`src/rtl/muldiv_unit.sv`:
```
// HI/LO unit for the execute stage: fixed-latency multiply, 32-step restoring divide,
// and mthi/mtlo writes. Stalls EX until a multiply/divide result is committed.
module muldiv_unit #(
   parameter int MUL_CYCLES = 1
) (
   input  logic        clk,
   input  logic        reset,
   input  logic        op_valid,
   input  logic        is_mult,
   input  logic        is_multu,
   input  logic        is_div,
   input  logic        is_divu,
   input  logic        hi_wen,
   input  logic        lo_wen,
   input  logic        flush,
   input  logic [31:0] src_a,
   input  logic [31:0] src_b,
   output logic        stall,
   output logic [31:0] hi,
   output logic [31:0] lo
);

   localparam int CW = (MUL_CYCLES > 32) ? $clog2(MUL_CYCLES) : 5;
   localparam logic [CW-1:0] MUL_LAST = CW'(MUL_CYCLES - 1);
   localparam logic [CW-1:0] DIV_LAST = CW'(31);

   typedef enum logic [1:0] {IDLE, MUL, DIV} state_t;

   state_t        state, state_next;
   logic [CW-1:0] counter;
   logic [31:0]   op_a, op_b;
   logic          op_signed;
   logic [31:0]   quo, rem, dvs;
   logic          neg_q, neg_r;

   logic          accept, last_cycle;
   logic [63:0]   mul_a, mul_b, product;
   logic [32:0]   rem_shift;
   logic          fits;
   logic [31:0]   rem_step, quo_step, quo_fix, rem_fix;

   // stall holds the EX instruction; it drops in the final busy cycle so the
   // instruction leaves EX on the same edge that HI/LO take the result.
   always_comb begin
      accept     = (state == IDLE) & op_valid & (is_mult | is_multu | is_div | is_divu) & ~flush;
      last_cycle = ((state == MUL) && (counter == MUL_LAST)) ||
                   ((state == DIV) && (counter == DIV_LAST));
      stall      = ~flush & (accept | ((state != IDLE) & ~last_cycle));
      state_next = state;
      case (state)
         IDLE:    if (accept) state_next = (is_mult | is_multu) ? MUL : DIV;
         MUL,
         DIV:     if (flush || last_cycle) state_next = IDLE;
         default: state_next = IDLE;
      endcase
   end

   // Low 64 bits of the product of sign/zero-extended operands.
   always_comb begin
      mul_a   = {{32{op_signed & op_a[31]}}, op_a};
      mul_b   = {{32{op_signed & op_b[31]}}, op_b};
      product = mul_a * mul_b;
   end

   // One restoring step on magnitudes; the fixups apply only to the final step.
   always_comb begin
      rem_shift = {rem, quo[31]};
      fits      = rem_shift >= {1'b0, dvs};
      rem_step  = fits ? (rem_shift[31:0] - dvs) : rem_shift[31:0];
      quo_step  = {quo[30:0], fits};
      quo_fix   = neg_q ? (~quo_step + 32'd1) : quo_step;
      rem_fix   = neg_r ? (~rem_step + 32'd1) : rem_step;
   end

   always_ff @(posedge clk) begin
      if (reset) begin
         state     <= IDLE;
         counter   <= '0;
         hi        <= '0;
         lo        <= '0;
         op_a      <= '0;
         op_b      <= '0;
         op_signed <= 1'b0;
         quo       <= '0;
         rem       <= '0;
         dvs       <= '0;
         neg_q     <= 1'b0;
         neg_r     <= 1'b0;
      end else begin
         state <= state_next;
         case (state)
            IDLE: begin
               counter <= '0;
               if (accept) begin
                  op_a      <= src_a;
                  op_b      <= src_b;
                  op_signed <= is_mult;
                  quo       <= (is_div & src_a[31]) ? (~src_a + 32'd1) : src_a;
                  dvs       <= (is_div & src_b[31]) ? (~src_b + 32'd1) : src_b;
                  rem       <= '0;
                  neg_q     <= is_div & (src_a[31] ^ src_b[31]);
                  neg_r     <= is_div & src_a[31];
               end else if (op_valid && !flush) begin
                  if (hi_wen) hi <= src_a;
                  if (lo_wen) lo <= src_a;
               end
            end
            MUL: begin
               counter <= counter + CW'(1);
               if (last_cycle && !flush) {hi, lo} <= product;
            end
            DIV: begin
               counter <= counter + CW'(1);
               rem     <= rem_step;
               quo     <= quo_step;
               if (last_cycle && !flush) begin
                  lo <= quo_fix;
                  hi <= rem_fix;
               end
            end
            default: counter <= '0;
         endcase
      end
   end

endmodule

```
`config.mk`:
```
export PLATFORM = sky130hd
export DESIGN_NAME = muldiv_unit
export DESIGN_NICKNAME = d
export VERILOG_FILES = /design/src/rtl/muldiv_unit.sv
export SDC_FILE = /design/constraint.sdc
export NUM_CORES = 2
export LEC_CHECK = 0
export CAP_MARGIN = 5
export CORE_MARGIN = 2
export CORE_UTILIZATION = 45
export DETAILED_ROUTE_END_ITERATION = 6
export HOLD_SLACK_MARGIN = 0.03
export PLACE_DENSITY_LB_ADDON = 0.3
export SLEW_MARGIN = 20
export SYNTH_ARGS = -nofsm -noshare
export SYNTH_HDL_FRONTEND = slang
export SYNTH_SLANG_ARGS = --single-unit
```
`constraint.sdc`:
```
create_clock -name clk -period 9 [get_ports clk]
set_clock_uncertainty 0.2 [all_clocks]
set_input_delay 1.35 -clock clk [delete_from_list [all_inputs] [get_ports clk]]
set_output_delay 1.35 -clock clk [all_outputs]
set_load 0.03 [all_outputs]
```
==> run metrics <==
outcome complete, no violations; number of synthesized flops with an enable pin 0; crit end category flop; distinct cell type count after synthesis 86; leading cell type in the layout, fill and taps excluded inv_1; vias 42500; utilization after layout 49.1%; RSZ-0062 raised after global routing true; row cnt 125; number of global-route vias before repair 44600; Synth Warn # 0; top cells by area, synth fa_1, dfxtp_1, inv_1, nand2_1, ha_1; hold path cells 2; Hold Fails Final Rpt 0; leakage power 26.3 nW; Period minus WS final 8.67 ns; gr ovfl total 0; Clock Path Buffers 3; clock-pin slew on the worst setup and hold paths 0.06 ns; origin of the critical flop-to-flop path op_a[31]; hold path startpoint hi[10]; Initial Util 45.3%; async set-reset flop share out of synthesis 0%; worst-margin pin slew 1.18 ns; max-cap violations 0; global-route wire length before repair 251 mm; CP peak stage delay 0.70 ns; NumNets Final 7592; Max IR drop VDD 0.000145 V; hold crit path type reg2reg; worst-path maximum fanout 34; drt total wl 157 mm; TritonCTS Sinks 233; Synth Flop Type dfxtp_1; cells after synthesis 6190; Post-Syn Area 52500 sq um; Fillers 11000; antenna-violating nets left 0; Power Density 90.8 nW/um^2; Post-Syn Area per Cell 8.48 sq um; CP required 9.25 ns; register area share after synthesis 8.88%; Horiz. Die Dim 346 microns; Final Power 5.17 mW; post-route insts no fill 7688; Initial DRT Pass Iterations 5; Max Slew Vio Count 0; post-route clock period utilization 96.3%; Residual DRC 0; vias per cell 5.52; R2R setup slack 0.33 ns; Syn-to-layout area delta 8.45%; hold endpoint hi[10]; H-tree levels 1; Worst-Skew Late Latency 0.59 ns; Hold Buf Count CTS 0; drt wl/cell 20.4 microns; Post-Place Cells 7630; FF-to-FF End hi[29]; # port buffers 138; initial drt markers 3023; Most Frequent Cell on Critical Path fa_1; setup violators final 0; initial antenna violation count 11; Ports 139; Synth top area share 42.9%; core area 116000 sq um; Fin Setup TNS 0 ns; die height 346 microns; most frequent cells in the layout inv_1, fa_1, nand2_1; GRT Resource Usage Total 26.6%; FF-to-FF path depth 25; Yosys top cell by area fa_1; Num CTS Buffers 27; Synth Register Bits 233; CTS tree yes; Setup crit start kind flop; root buffer cell clkbuf_16; Placer Congestion 0.934; layout cells sized above 1 4.40%; Crit Path Class reg2reg; max_slew headroom 21.3%; largest net degree at the start of global routing 115; die area 119000 sq um; slowest stage cell, crit path fa_1; Worst EP arrival 8.92 ns; Max Clk Rate 0.115 GHz; DP Wirelength 127 mm; Synth Net Count 7645
final cells by class:
type / instances / area (sq um) / share of cell area [%]
multi-input cells: 4392 / 42100 / 73.9
well taps: 1524 / 1910 / 3.35
diodes: 7 / 17.5 / 0.0308
inverters: 1194 / 4490 / 7.88
clock buffers: 38 / 787 / 1.38
repair buffers: 289 / 2870 / 5.03
flip-flops and latches: 233 / 4680 / 8.22
clock inverters: 11 / 139 / 0.244
worst max path at each step:
| stage | startpoint | to | slack (ns) | depth (start not counted) |
|---|---|---|---|---|
| detailed placement | op_a[13] | hi[26] | -0.14 | 26 |
| floorplan | op_a[31] | hi[28] | 0.52 | 31 |
| finish | op_a[31] | hi[29] | 0.33 | 25 |
| CTS | op_a[19] | hi[29] | 0.03 | 27 |
| global route | op_a[31] | hi[29] | -0.06 | 25 |
| global placement | op_a[13] | hi[26] | -0.05 | 26 |
logic make-up after synthesis:
| group | share of synthesized area (%) |
|---|---|
| adder cells (fa/ha/maj) | 49.0 |
| XOR/XNOR | 3.42 |
| buffers and inverters | 11.2 |
| multiplexers | 0.412 |
| AND/OR/NAND/NOR | 17.2 |
| flip-flops | 8.88 |
| AO/OA/AOI/OAI | 9.89 |
flip-flops by register name, summed over array words and instances, names as in the netlist:
| register | count |
|---|---|
| lo | 32 |
| rem | 32 |
| neg_q | 1 |
| state | 2 |
| op_b | 32 |
| quo | 32 |
| hi | 32 |
| dvs | 31 |
| neg_r | 1 |
| op_a | 32 |
| counter | 5 |
| op_signed | 1 |
through the flow:
step	hold slack (ns)	instance area, sq um	setup slack, ns
after floorplan	0.230	52500	0.519
after global placement	0.243	55900	-0.0528
after detailed placement	0.242	55900	-0.137
after CTS	0.250	56800	0.0280
after global routing	0.283	56900	-0.0590
final	0.256	57000	0.329
repair_timing:
item | in CTS | in global routing
setup buffers | 0 | 2
resized for setup | 3 | 34
endpoints found under the setup margin | 5 | 20
cell usage after synthesis (6+ instances only):
library cell	count
nand3b_1	16
and3_1	35
mux2i_1	16
or3_1	26
a21oi_1	296
inv_1	1192
a22oi_1	21
xor2_1	69
a221oi_1	35
a21o_1	46
nor2_1	296
nand2_1	1054
a311oi_1	17
dfxtp_1	233
or2_2	14
nand2b_1	22
o21ai_0	138
o21bai_1	9
buf_1	10
nand3_1	29
a31o_2	6
or4_1	8
nor2b_1	9
a211oi_1	54
nand4_1	22
nor3_1	53
ha_1	255
o21a_1	17
nor4_1	19
o31ai_1	25
o22ai_1	6
a2111oi_0	10
a211o_1	9
fa_1	1126
o41ai_1	22
a31oi_1	11
o211ai_1	16
clkbuf_1	348
buf_2	11
and2_1	358
xnor2_1	136
per-layer routing:
metal,GRT usage [%],part of all wire (%),wire [microns]
met5,0,0.0045,7
met4,10.8,4.7,7360
met3,2.64,6.2,9670
met2,45.1,49,76700
met1,35.1,40,63400
power by group:
part | internal (mW) | switching, mW
Combinational | 0.905 | 1.78
Clock | 0.693 | 0.494
Sequential | 1.14 | 0.152
critical path: cells and delay by family, from the launching register on:
family | cells | cell delay [ns]
compound gates | 7 | 1.26
xor+xnor | 1 | 0.17
fa+ha+maj | 9 | 4.81
buf+inv | 6 | 1.19
flops | 1 | 0.30
simple gates | 2 | 0.60
No activity file was read; power rests on OpenSTA's default activity.
